## src/rtl/led_frame_ctrl.sv

```systemverilog
// Double-buffered row-pattern store for led_mux: producer fills a shadow bank,
// commit swaps banks on a frame boundary, then the new active image is copied back.
module led_frame_ctrl #(
    parameter int NUM_ROWS       = 4,
    parameter int NUM_ROWS_WIDTH = 2,
    parameter int NUM_COLS       = 8
) (
    input  logic                         clk,
    input  logic                         i_rst,
    input  logic                         i_wr_valid,
    output logic                         o_wr_ready,
    input  logic [NUM_ROWS_WIDTH-1:0]    i_wr_row,
    input  logic [NUM_COLS-1:0]          i_wr_data,
    output logic                         o_wr_err,
    input  logic                         i_commit,
    output logic                         o_commit_pending,
    input  logic                         i_frame_sync,
    output logic                         o_swap,
    output logic [NUM_ROWS*NUM_COLS-1:0] o_rows
);

    // Write port: a row is taken on any edge where i_wr_valid && o_wr_ready.
    // The producer holds i_wr_valid, i_wr_row and i_wr_data until then.

    typedef enum logic [1:0] {
        ST_IDLE    = 2'd0,
        ST_PENDING = 2'd1,
        ST_COPY    = 2'd2
    } state_t;

    localparam logic [NUM_ROWS_WIDTH:0]   LP_ROWS = (NUM_ROWS_WIDTH+1)'(NUM_ROWS);
    localparam logic [NUM_ROWS_WIDTH-1:0] LP_LAST = NUM_ROWS_WIDTH'(NUM_ROWS - 1);

    state_t                         r_state;
    logic                           r_bank_sel;
    logic [NUM_COLS-1:0]            r_bank [0:1][0:NUM_ROWS-1];
    logic [NUM_ROWS_WIDTH-1:0]      r_copy_idx;
    logic                           r_wr_ready;
    logic                           r_wr_err;
    logic                           r_pending;
    logic                           r_swap;
    logic [NUM_ROWS*NUM_COLS-1:0]   r_rows;

    logic w_accept;
    logic w_row_ok;

    assign w_accept = i_wr_valid && r_wr_ready;
    assign w_row_ok = ({1'b0, i_wr_row} < LP_ROWS);

    always_ff @(posedge clk) begin
        if (!i_rst) begin
            r_state    <= ST_IDLE;
            r_bank_sel <= 1'b0;
            r_copy_idx <= '0;
            r_wr_ready <= 1'b0;
            r_wr_err   <= 1'b0;
            r_pending  <= 1'b0;
            r_swap     <= 1'b0;
            r_rows     <= '0;
            for (int b = 0; b < 2; b++) begin
                for (int r = 0; r < NUM_ROWS; r++) begin
                    r_bank[b][r] <= '0;
                end
            end
        end else begin
            r_swap   <= 1'b0;
            r_wr_err <= 1'b0;
            case (r_state)
                ST_IDLE: begin
                    r_wr_ready <= 1'b1;
                    if (w_accept) begin
                        if (w_row_ok) begin
                            for (int r = 0; r < NUM_ROWS; r++) begin
                                if (i_wr_row == NUM_ROWS_WIDTH'(r)) begin
                                    r_bank[~r_bank_sel][r] <= i_wr_data;
                                end
                            end
                        end else begin
                            r_wr_err <= 1'b1;
                        end
                    end
                    // Commit is only honoured once the write port is open, so a
                    // same-cycle write always lands before the frame is frozen.
                    if (r_wr_ready && i_commit) begin
                        r_state    <= ST_PENDING;
                        r_pending  <= 1'b1;
                        r_wr_ready <= 1'b0;
                    end
                end
                ST_PENDING: begin
                    if (i_frame_sync) begin
                        r_state    <= ST_COPY;
                        r_bank_sel <= ~r_bank_sel;
                        r_pending  <= 1'b0;
                        r_swap     <= 1'b1;
                        r_copy_idx <= '0;
                        for (int r = 0; r < NUM_ROWS; r++) begin
                            r_rows[r*NUM_COLS +: NUM_COLS] <= r_bank[~r_bank_sel][r];
                        end
                    end
                end
                ST_COPY: begin
                    // r_bank_sel already points at the new active bank here.
                    for (int r = 0; r < NUM_ROWS; r++) begin
                        if (r_copy_idx == NUM_ROWS_WIDTH'(r)) begin
                            r_bank[~r_bank_sel][r] <= r_bank[r_bank_sel][r];
                        end
                    end
                    if (r_copy_idx == LP_LAST) begin
                        r_state    <= ST_IDLE;
                        r_wr_ready <= 1'b1;
                    end else begin
                        r_copy_idx <= r_copy_idx + NUM_ROWS_WIDTH'(1);
                    end
                end
                default: begin
                    r_state    <= ST_IDLE;
                    r_wr_ready <= 1'b0;
                end
            endcase
        end
    end

    assign o_wr_ready       = r_wr_ready;
    assign o_wr_err         = r_wr_err;
    assign o_commit_pending = r_pending;
    assign o_swap           = r_swap;
    assign o_rows           = r_rows;

endmodule

```

## config.mk

```make
export PLATFORM = sky130hd
export DESIGN_NAME = led_frame_ctrl
export DESIGN_NICKNAME = d
export VERILOG_FILES = /design/src/rtl/led_frame_ctrl.sv
export SDC_FILE = /design/constraint.sdc
export NUM_CORES = 1
export LEC_CHECK = 0
export CAP_MARGIN = 20
export CORE_AREA = 3 3 78 134
export CTS_BUF_LIST = sky130_fd_sc_hd__clkbuf_16
export DETAILED_ROUTE_END_ITERATION = 12
export DIE_AREA = 0 0 81 137
export PLACE_DENSITY = 0.86
export SLEW_MARGIN = 20
export SYNTH_ARGS = -nofsm -noshare
export SYNTH_HDL_FRONTEND = slang
export SYNTH_SLANG_ARGS = --single-unit
export TNS_END_PERCENT = 10
```

## constraint.sdc

```tcl
create_clock -name clk -period 2.48 [get_ports clk]
set_clock_uncertainty 0.1 [all_clocks]
set_input_delay 0.496 -clock clk [delete_from_list [all_inputs] [get_ports clk]]
set_output_delay 0.496 -clock clk [all_outputs]
set_load 0.01 [all_outputs]
```

# Yosys cells after proc, flatten, opt, wreduce, memory -nomap -nowiden
# Memories as Yosys holds them, arrays and structs flattened. A register that Yosys moved wholly into a read port is not among the register bits.
# Index checks and enable logic that the tools add are counted.
[totals]
regBits = 8
ram_bits = 64
out_inout_bits = 36
mem_count = 1
[mem_list]
columns = ["memory", "words", "width", "read_ports", "rd_clocked_by_memory_dff", "wr", "line_no", "rtl"]
rows = [
  ["r_bank", 2, 32, 2, 2, 2, "36", "logic [NUM_COLS-1:0] r_bank [0:1][0:NUM_ROWS-1];"],
]
[op_classes]
n_addsub = 1
eq_ne = 12
muxes = 60
bitwise_logic = 6
n_reduce_logical = 15
[op_table]
columns = ["cell", "count"]
rows = [
  ["two-way mux 1 bit", 45],
  ["two-way mux 32 bit", 1],
  ["two-way mux 8 bit", 4],
  ["OR reduction 32 bit", 1],
  ["== test 2 bit, second input constant", 5],
  ["two-way mux 2 bit", 5],
  ["AND reduction 3 bit", 3],
  ["!= test 2 bit, second input constant", 4],
  ["== test 2 x 1 -> 1 bit, second input constant", 3],
  ["zero test 2 bit", 3],
  ["one-hot mux 2 bit (3 select lines)", 1],
  ["AND reduction 2 bit", 3],
  ["two-way mux 4 bit", 1],
  ["bitwise OR 1 bit", 4],
  ["one-hot mux 2 bit (2 select lines)", 1],
  ["nonzero test 2 bit", 2],
  ["one-hot mux 1 bit (3 select lines)", 1],
  ["adder 2 x 1 -> 2 bit, second input constant", 1],
  ["logical AND 1 bit", 2],
  ["inverter 1 bit", 2],
  ["one-hot mux 1 bit (2 select lines)", 1],
  ["zero test 1 bit", 1],
]

# Logic depth before layout (Yosys ltp)
# Gate-level depths: netlist of run 1.
[depth]
word_depth = 9
mapped_depth = 7

# Worst setup path before layout of run 1
# OpenSTA, ideal clock, no wires.
[synth_path]
path_kind = "input-to-reg"
from = "input port i_rst"
to = "memory r_bank[0][10] in the netlist's numbering (enable)"
setup_ns = 0.378
arrival_time_ns = 1.733
t_required_ns = 2.002
setup_slack_ns = 0.269
cell_stages = 5
cell_sequence = "buf_4 -> buf_4 -> nand4b_2 -> buf_2 -> a31oi_1"
[synth_rtl]
columns = ["element", "line_no", "rtl"]
rows = [
  ["from (decl)", "9", "input logic i_rst,"],
  ["to (decl)", "36", ""],
]

==> results of run 1 <==
==> worst max-delay path: stages (launching register included) <==
cell and delay [ns]:
dfxtp_1 0.44, inv_1 0.10, ha_1 0.23, nor4_2 0.40, a2bb2oi_4 0.58, a211oi_1 0.12
==> power by group through the flow <==
stage	sequential, mW	combinational (mW)	clock (mW)
CTS	2.00	0.461	1.49
global placement	2.03	0.442	0
detailed placement	2.03	0.456	0
finish	2.00	0.464	1.48
floorplan	2.03	0.259	0
global route	2.01	0.500	1.56
==> layout make-up <==
type / instances / area (um^2)
inverter: 4 / 15.01
fill: 712 / 3113
tap: 122 / 152.6
multi-input combinational: 325 / 2432
clock buffer: 9 / 225.2
timing repair buffer: 82 / 758.2
clock inverter: 7 / 85.08
sequential: 105 / 2745
==> worst max path at each step <==
| stage | from | end | slack, ns | cells after the start |
|---|---|---|---|---|
| after floorplan | i_rst | r_bank[0][10]$_SDFFCE_PN0P_ | 0.27 | 5 |
| after global placement | i_wr_valid | r_bank[1][20]$_DFFE_PP_ | -0.06 | 6 |
| after detailed placement | i_wr_valid | r_bank[1][12]$_DFFE_PP_ | -0.12 | 6 |
| after CTS | i_wr_valid | r_bank[1][8]$_DFFE_PP_ | 0.1 | 6 |
| after global routing | i_wr_valid | r_bank[0][23]$_SDFFCE_PN0P_ | 0.07 | 6 |
| final | r_copy_idx[0]$_SDFFE_PN0P_ | r_bank[1][11]$_DFFE_PP_ | 0.23 | 5 |
==> flip-flops by register name, summed over array words and instances, names as in the netlist, named ones only <==
name,cells
o_commit_pending,1
o_rows,32
o_swap,1
o_wr_ready,1
r_bank,64
r_bank_sel,1
r_copy_idx,2
r_state,2
==> layout by cell type (no fill, tap or decap), drive strengths merged, types with 2 or more instances in the layout <==
cell type and instances:
mux2i 64, edfxtp 64, nand2 50, clkdlybuf4s50 48, nor2 41, dfxtp 41, buf 34, o211a 32
a211oi 25, o32ai 14, a32o 14, and2 13, nor3 12, a31oi 9, clkbuf 9, a41o 7
clkinv 6, nand4b 6, and4b 5, a21oi 5, ha 4, inv 3, nor3b 3, a31o 3
o21ai 2, nand3 2, bufinv 2
==> synth_stat cells (all sizes together), types with 2 or more instances <==
cell and n:
a211oi 25, a21oi 5, a31o 3, a31oi 9, a32o 14, a41o 7, and2 13, and4b 5
buf 28, clkbuf 22, dfxtp 41, edfxtp 64, ha 4, inv 3, mux2i 64, nand2 50
nand3 2, nand4b 6, nor2 41, nor3 12, nor3b 3, o211a 32, o21ai 2, o32ai 14
==> kinds of logic (layout without fill, tap and decap cells) <==
logic type      Yosys count  count (layout)  synth area share [%]
simple gates            140             140                 12.95
fa+ha+maj                 4               4                0.9253
flops                   105             105                 50.71
buf+inv                  54             102                 4.788
xor+xnor                  1               1                0.1620
other cells               1               1               0.06933
compound gates          114             114                 18.34
mux                      65              65                 12.05
==> stage by stage <==
stage          setup TNS, ns  hold slack [ns]  power [mW]  instance area [um^2]
6_report                   0           0.3987       3.938                  6414
5_1_grt                    0           0.4129       4.069                  6414
4_1_cts                    0           0.4014       3.950                  6401
3_5_place_dp          -4.740           0.3868       2.488                  6080
3_3_place_gp          -2.329           0.3783       2.468                  6080
2_1_floorplan              0           0.4076       2.292                  5409
==> per-layer routing <==
layer | share of wire, % | vias to the layer above | global-route usage (%)
li1 | - | 1949 | -
met1 | 36 | 2014 | 27.51
met2 | 52 | 194 | 42.04
met3 | 7.2 | 53 | 4.545
met4 | 5.5 | 0 | 17.29
met5 | 0 | - | 0
==> timing repair <==
item | 4_1_cts | 5_1_grt
setup endpoints to repair | 11 | 48
pin swaps | 0 | 1
buffers inserted | 0 | 0
gates resized for setup | 1 | 2
==> flow_metrics.env, run 1 <==
export IMPL_io_buffers=49
export IMPL_p_leak_nw=2.548
export IMPL_combPwrFrac_pct=11.8
export IMPL_place_hpwl_um=8940
export IMPL_synth_top_area_cell="edfxtp_1"
export IMPL_synth_area_per_cell_um2=11.18
export IMPL_drt_total_wl_um=12980
export IMPL_drive_gt1_share_pct=11.65
export IMPL_min_to="o_rows[29]$_SDFFE_PN0P_"
export IMPL_cp_required_ns=2.44
export IMPL_cts_hold_buf=0
export IMPL_postSynth_asyncResetShare_pct=0
export IMPL_vias=4210
export IMPL_holdPathStages=1
export IMPL_synth_area_um2=5409
export IMPL_grt_pass1_vias=4218
export IMPL_synth_nets=503
export IMPL_swShare_pct=23.16
export IMPL_ys_warn_count=0
export IMPL_slew_violations=0
export IMPL_final_period_utilization_pct=90.71
export IMPL_r2r_slack_ns=0.23
export IMPL_synth_edf_count=64
export IMPL_cts_buffers=9
export IMPL_path_max_fanout=24
export IMPL_routabilityCongestion=0.8700
export IMPL_cts_tree="built"
export IMPL_rr_startpoint="r_copy_idx[0]$_SDFFE_PN0P_"
export IMPL_rows=47
export IMPL_synth_distinct_cells=43
export IMPL_max_freq_mhz=444.5
export IMPL_post_place_ws_ns=-0.1221
export IMPL_wl_per_cell_um=19.85
export IMPL_cts_path_max_buffers=2
export IMPL_drt_iter0_drc=524
export IMPL_antenna_found_initial=0
export IMPL_crit_path_start_kind="flip-flop"
export IMPL_route_detailed_drc=0
export IMPL_ys_seq_elements=105
export IMPL_max_slew_margin_pct=53.11
export IMPL_hp_class="reg2reg"
export IMPL_grt_overflow=0
export IMPL_pwr_share_seq_pct=50.7
export IMPL_grt_start_max_net_pins=69
export IMPL_clk_pin_slew_ns=0.07
export IMPL_critPathKind="reg2reg"
export IMPL_area_growth_syn_to_layout_pct=18.58
export IMPL_grt_pass1_wl_um=20850
export IMPL_power_share_clock_pct=37.5
export IMPL_htreeDepth=3
export IMPL_finalHoldViolations=0
export IMPL_io_pins=51
export IMPL_drv_cap=0
export IMPL_synth_area_leaders="edfxtp_1 (36%), dfxtp_1 (15%), mux2i_1 (12%)"
export IMPL_worst_setup_path_end_kind="flip-flop"
export IMPL_core_um2=9527
export IMPL_instances_no_fill=654
export IMPL_utilization_pct=67.32
export IMPL_grt_usage_pct=24.84
export IMPL_setup_ws_ns=0.2305
export IMPL_r2r_end="r_bank[1][11]$_DFFE_PP_"
export IMPL_setup_viol=0
export IMPL_yosysSeqAreaShare_pct=50.71
export IMPL_worst_pin_slew_ns=0.7008
export IMPL_power_switching_mw=0.9121
export IMPL_synth_top_cell_area_share_pct=35.53
export IMPL_rr_worst_depth=5
export IMPL_initial_core_util_pct=56.78
export IMPL_dieArea_um2=11100
export IMPL_die_h_um=137
export IMPL_final_nets=546
export IMPL_min_from="o_rows[29]$_SDFFE_PN0P_"
export IMPL_worst_ep_arrival_time_ns=2.21
export IMPL_final_antenna_net_count=0
export IMPL_fin_crit_ns=2.250
export IMPL_syn_inst=484
export IMPL_vias_per_cell=6.437
export IMPL_outcome="finished, final reports clean"
export IMPL_rsz0062_at_grt="false"
export IMPL_clock_sinks=105
export IMPL_dr_pass1_iters=5
export IMPL_diodes=0
export IMPL_power_density_nw_per_um2=614.0
export IMPL_synthFlopType="edfxtp_1"
export IMPL_die_w_um=81
export IMPL_p_int_mw=3.026
export IMPL_max_vdd_ir_drop_mv=0.5792
export IMPL_insertion_delay_ns=0.34
export IMPL_placed_cells=638
export IMPL_root_buffer="clkbuf_16"
No activity file was read; power rests on OpenSTA's default activity.
==> run 2, diff against run 1 <==
Settings changed: CORE_AREA 3 3 78 134 to 10 10 85 141, DIE_AREA 0 0 81 137 to 0 0 95 151.
==> run 2 against run 1 <==
  * Clock power shrank 16%
  * Utilization decreased by 0.25 points
  * Critical endpoint is now r_bank[1][17]$_DFFE_PP_
  * Sequential power barely moved
==> flow_metrics.env, run 2 (synthesis results as in run 1) <==
export IMPL_hold_slack_ns=0.3956
export IMPL_core_um2=9527
export IMPL_holdPathStages=1
export IMPL_post_place_ws_ns=-0.1681
export IMPL_slew_violations=0
export IMPL_area_growth_syn_to_layout_pct=18.14
export IMPL_min_to="o_rows[17]$_SDFFE_PN0P_"
export IMPL_rr_worst_depth=5
export IMPL_fillers=707
export IMPL_max_freq_mhz=420.4
export IMPL_drv_cap=0
export IMPL_critPathKind="reg2reg"
export IMPL_power_density_nw_per_um2=583.3
export IMPL_wl_per_cell_um=20.68
export IMPL_worst_setup_path_end_kind="flip-flop"
export IMPL_die_w_um=95
export IMPL_crit_start="r_copy_idx[0]$_SDFFE_PN0P_"
export IMPL_dr_wl_met3_um=1011
export IMPL_utilization_pct=67.07
export IMPL_route_detailed_drc=0
export IMPL_top_layer="met4"
export IMPL_grt_pass1_wl_um=21360
export IMPL_insertion_delay_ns=0.34
export IMPL_cp_slowest_cell="a2bb2oi_4"
export IMPL_root_buffer="clkbuf_16"
export IMPL_met1_length_um=4788
export IMPL_cp_required_ns=2.43
export IMPL_drt_total_wl_um=13550
export IMPL_clock_sinks=105
export IMPL_grt_overflow=0
export IMPL_worst_pin_slew_ns=0.7302
export IMPL_diodes=0
export IMPL_setup_viol=0
export IMPL_cts_path_max_buffers=2
export IMPL_power_mw=3.727
export IMPL_drive_gt1_share_pct=11.07
export IMPL_cts_buffers=9
export IMPL_rsz0062_at_grt="false"
export IMPL_worst_ep_arrival_time_ns=2.33
export IMPL_grt_usage_pct=19.11
export IMPL_min_from="o_rows[17]$_SDFFE_PN0P_"
export IMPL_clk_pin_slew_ns=0.07
export IMPL_final_nets=547
export IMPL_rows=47
export IMPL_final_period_utilization_pct=95.92
export IMPL_dr_pass1_iters=5
export IMPL_drt_iter0_drc=407
export IMPL_instances_no_fill=655
export IMPL_grt_pass1_vias=4182
export IMPL_die_h_um=151
export IMPL_r2r_end="r_bank[1][17]$_DFFE_PP_"
export IMPL_final_cell_mix="mux2i_1 (64), edfxtp_1 (64), nand2_1 (50), clkdlybuf4s50_1 (48), nor2_1 (41)"
export IMPL_path_max_fanout=24
export IMPL_antenna_found_initial=0
export IMPL_place_hpwl_um=9517
export IMPL_vias=4289
export IMPL_crit_path_start_kind="flip-flop"
export IMPL_largest_register="r_bank"
export IMPL_path_cells="inv_1, ha_1, nor4_1, a2bb2oi_4, a211oi_1"
export IMPL_finalHoldViolations=0
export IMPL_dieArea_um2=14350
export IMPL_hp_class="reg2reg"
export IMPL_p_leak_nw=2.546
export IMPL_vias_per_cell=6.548
export IMPL_cts_hold_buf=0
export IMPL_setup_ws_ns=0.1011
export IMPL_io_buffers=49
export IMPL_grt_start_max_net_pins=38
export IMPL_outcome="finished, final reports clean"
export IMPL_initial_core_util_pct=56.78
export IMPL_routabilityCongestion=0.8917
export IMPL_placed_cells=639
export IMPL_r2r_slack_ns=0.10
export IMPL_max_vdd_ir_drop_mv=0.3975
export IMPL_final_antenna_net_count=0
export IMPL_cp_slowest_stage_delay_ns=0.61
export IMPL_rr_startpoint="r_copy_idx[0]$_SDFFE_PN0P_"
export IMPL_cts_tree="built"
export IMPL_io_pins=51
export IMPL_dr_wl_met2_um=7141
export IMPL_htreeDepth=3
export IMPL_max_slew_margin_pct=51.15
export IMPL_largest_register_ffs=64
export IMPL_fin_crit_ns=2.379
[run 2: what timing repair did]
| item | in CTS | in global routing |
|---|---|---|
| resized for setup | 1 | 0 |
| setup endpoints to repair | 24 | 4 |
| pin swaps | 0 | 1 |
| hold endpoints to repair | 0 | 0 |
| buffers inserted | 0 | 0 |
[run 2: area by class of cell]
| type | count | area (um^2) | area share [%] |
|---|---|---|---|
| Multi-Input combinational cell | 325 | 2420 | 37.87 |
| Timing Repair Buffer | 83 | 803.3 | 12.57 |
| Tap cell | 122 | 152.6 | 2.389 |
| Clock inverter | 7 | 30.03 | 0.4699 |
| Sequential cell | 105 | 2744 | 42.94 |
| Inverter | 4 | 15.01 | 0.2350 |
| Clock buffer | 9 | 225.2 | 3.525 |
[run 2: worst max-delay path by stage]
stage	to	slack [ns]	cells past startpoint
after floorplan	r_bank[0][10]$_SDFFCE_PN0P_	0.27	5
after global placement	r_bank[1][7]$_DFFE_PP_	-0.02	5
after detailed placement	r_bank[1][11]$_DFFE_PP_	-0.17	5
after CTS	r_bank[1][17]$_DFFE_PP_	0.13	5
after global routing	r_bank[1][5]$_DFFE_PP_	0.004	5
final	r_bank[1][17]$_DFFE_PP_	0.10	5
[run 2: through the flow]
step                      instance area [um^2]  setup TNS [ns]
after floorplan                           5409               0
after global placement                    6123         -0.3484
after detailed placement                  6123          -2.857
after CTS                                 6390               0
after global routing                      6390               0
final                                     6390               0
[run 2: power breakdown]
group	switching (mW)	leakage, nW	internal, mW
registers	0.0597	0.974	1.94
logic	0.257	1.43	0.214
clock network	0.591	0.136	0.661
[run 2: worst max-delay path: cells and delay by family, from the launching register on]
family                   cells  cell delay [ns]
buffers and inverters        1             0.09
AO/OA/AOI/OAI                2             0.74
flip-flops                   1             0.42
adder cells (fa/ha/maj)      1             0.25
AND/OR/NAND/NOR              1             0.49
[run 2: layer usage]
metal  track usage (%)  up-vias
met5                 0        -
met4             10.60        0
met3             3.419       42
met2             33.66      239
met1             20.91     2064
li1                  -     1944
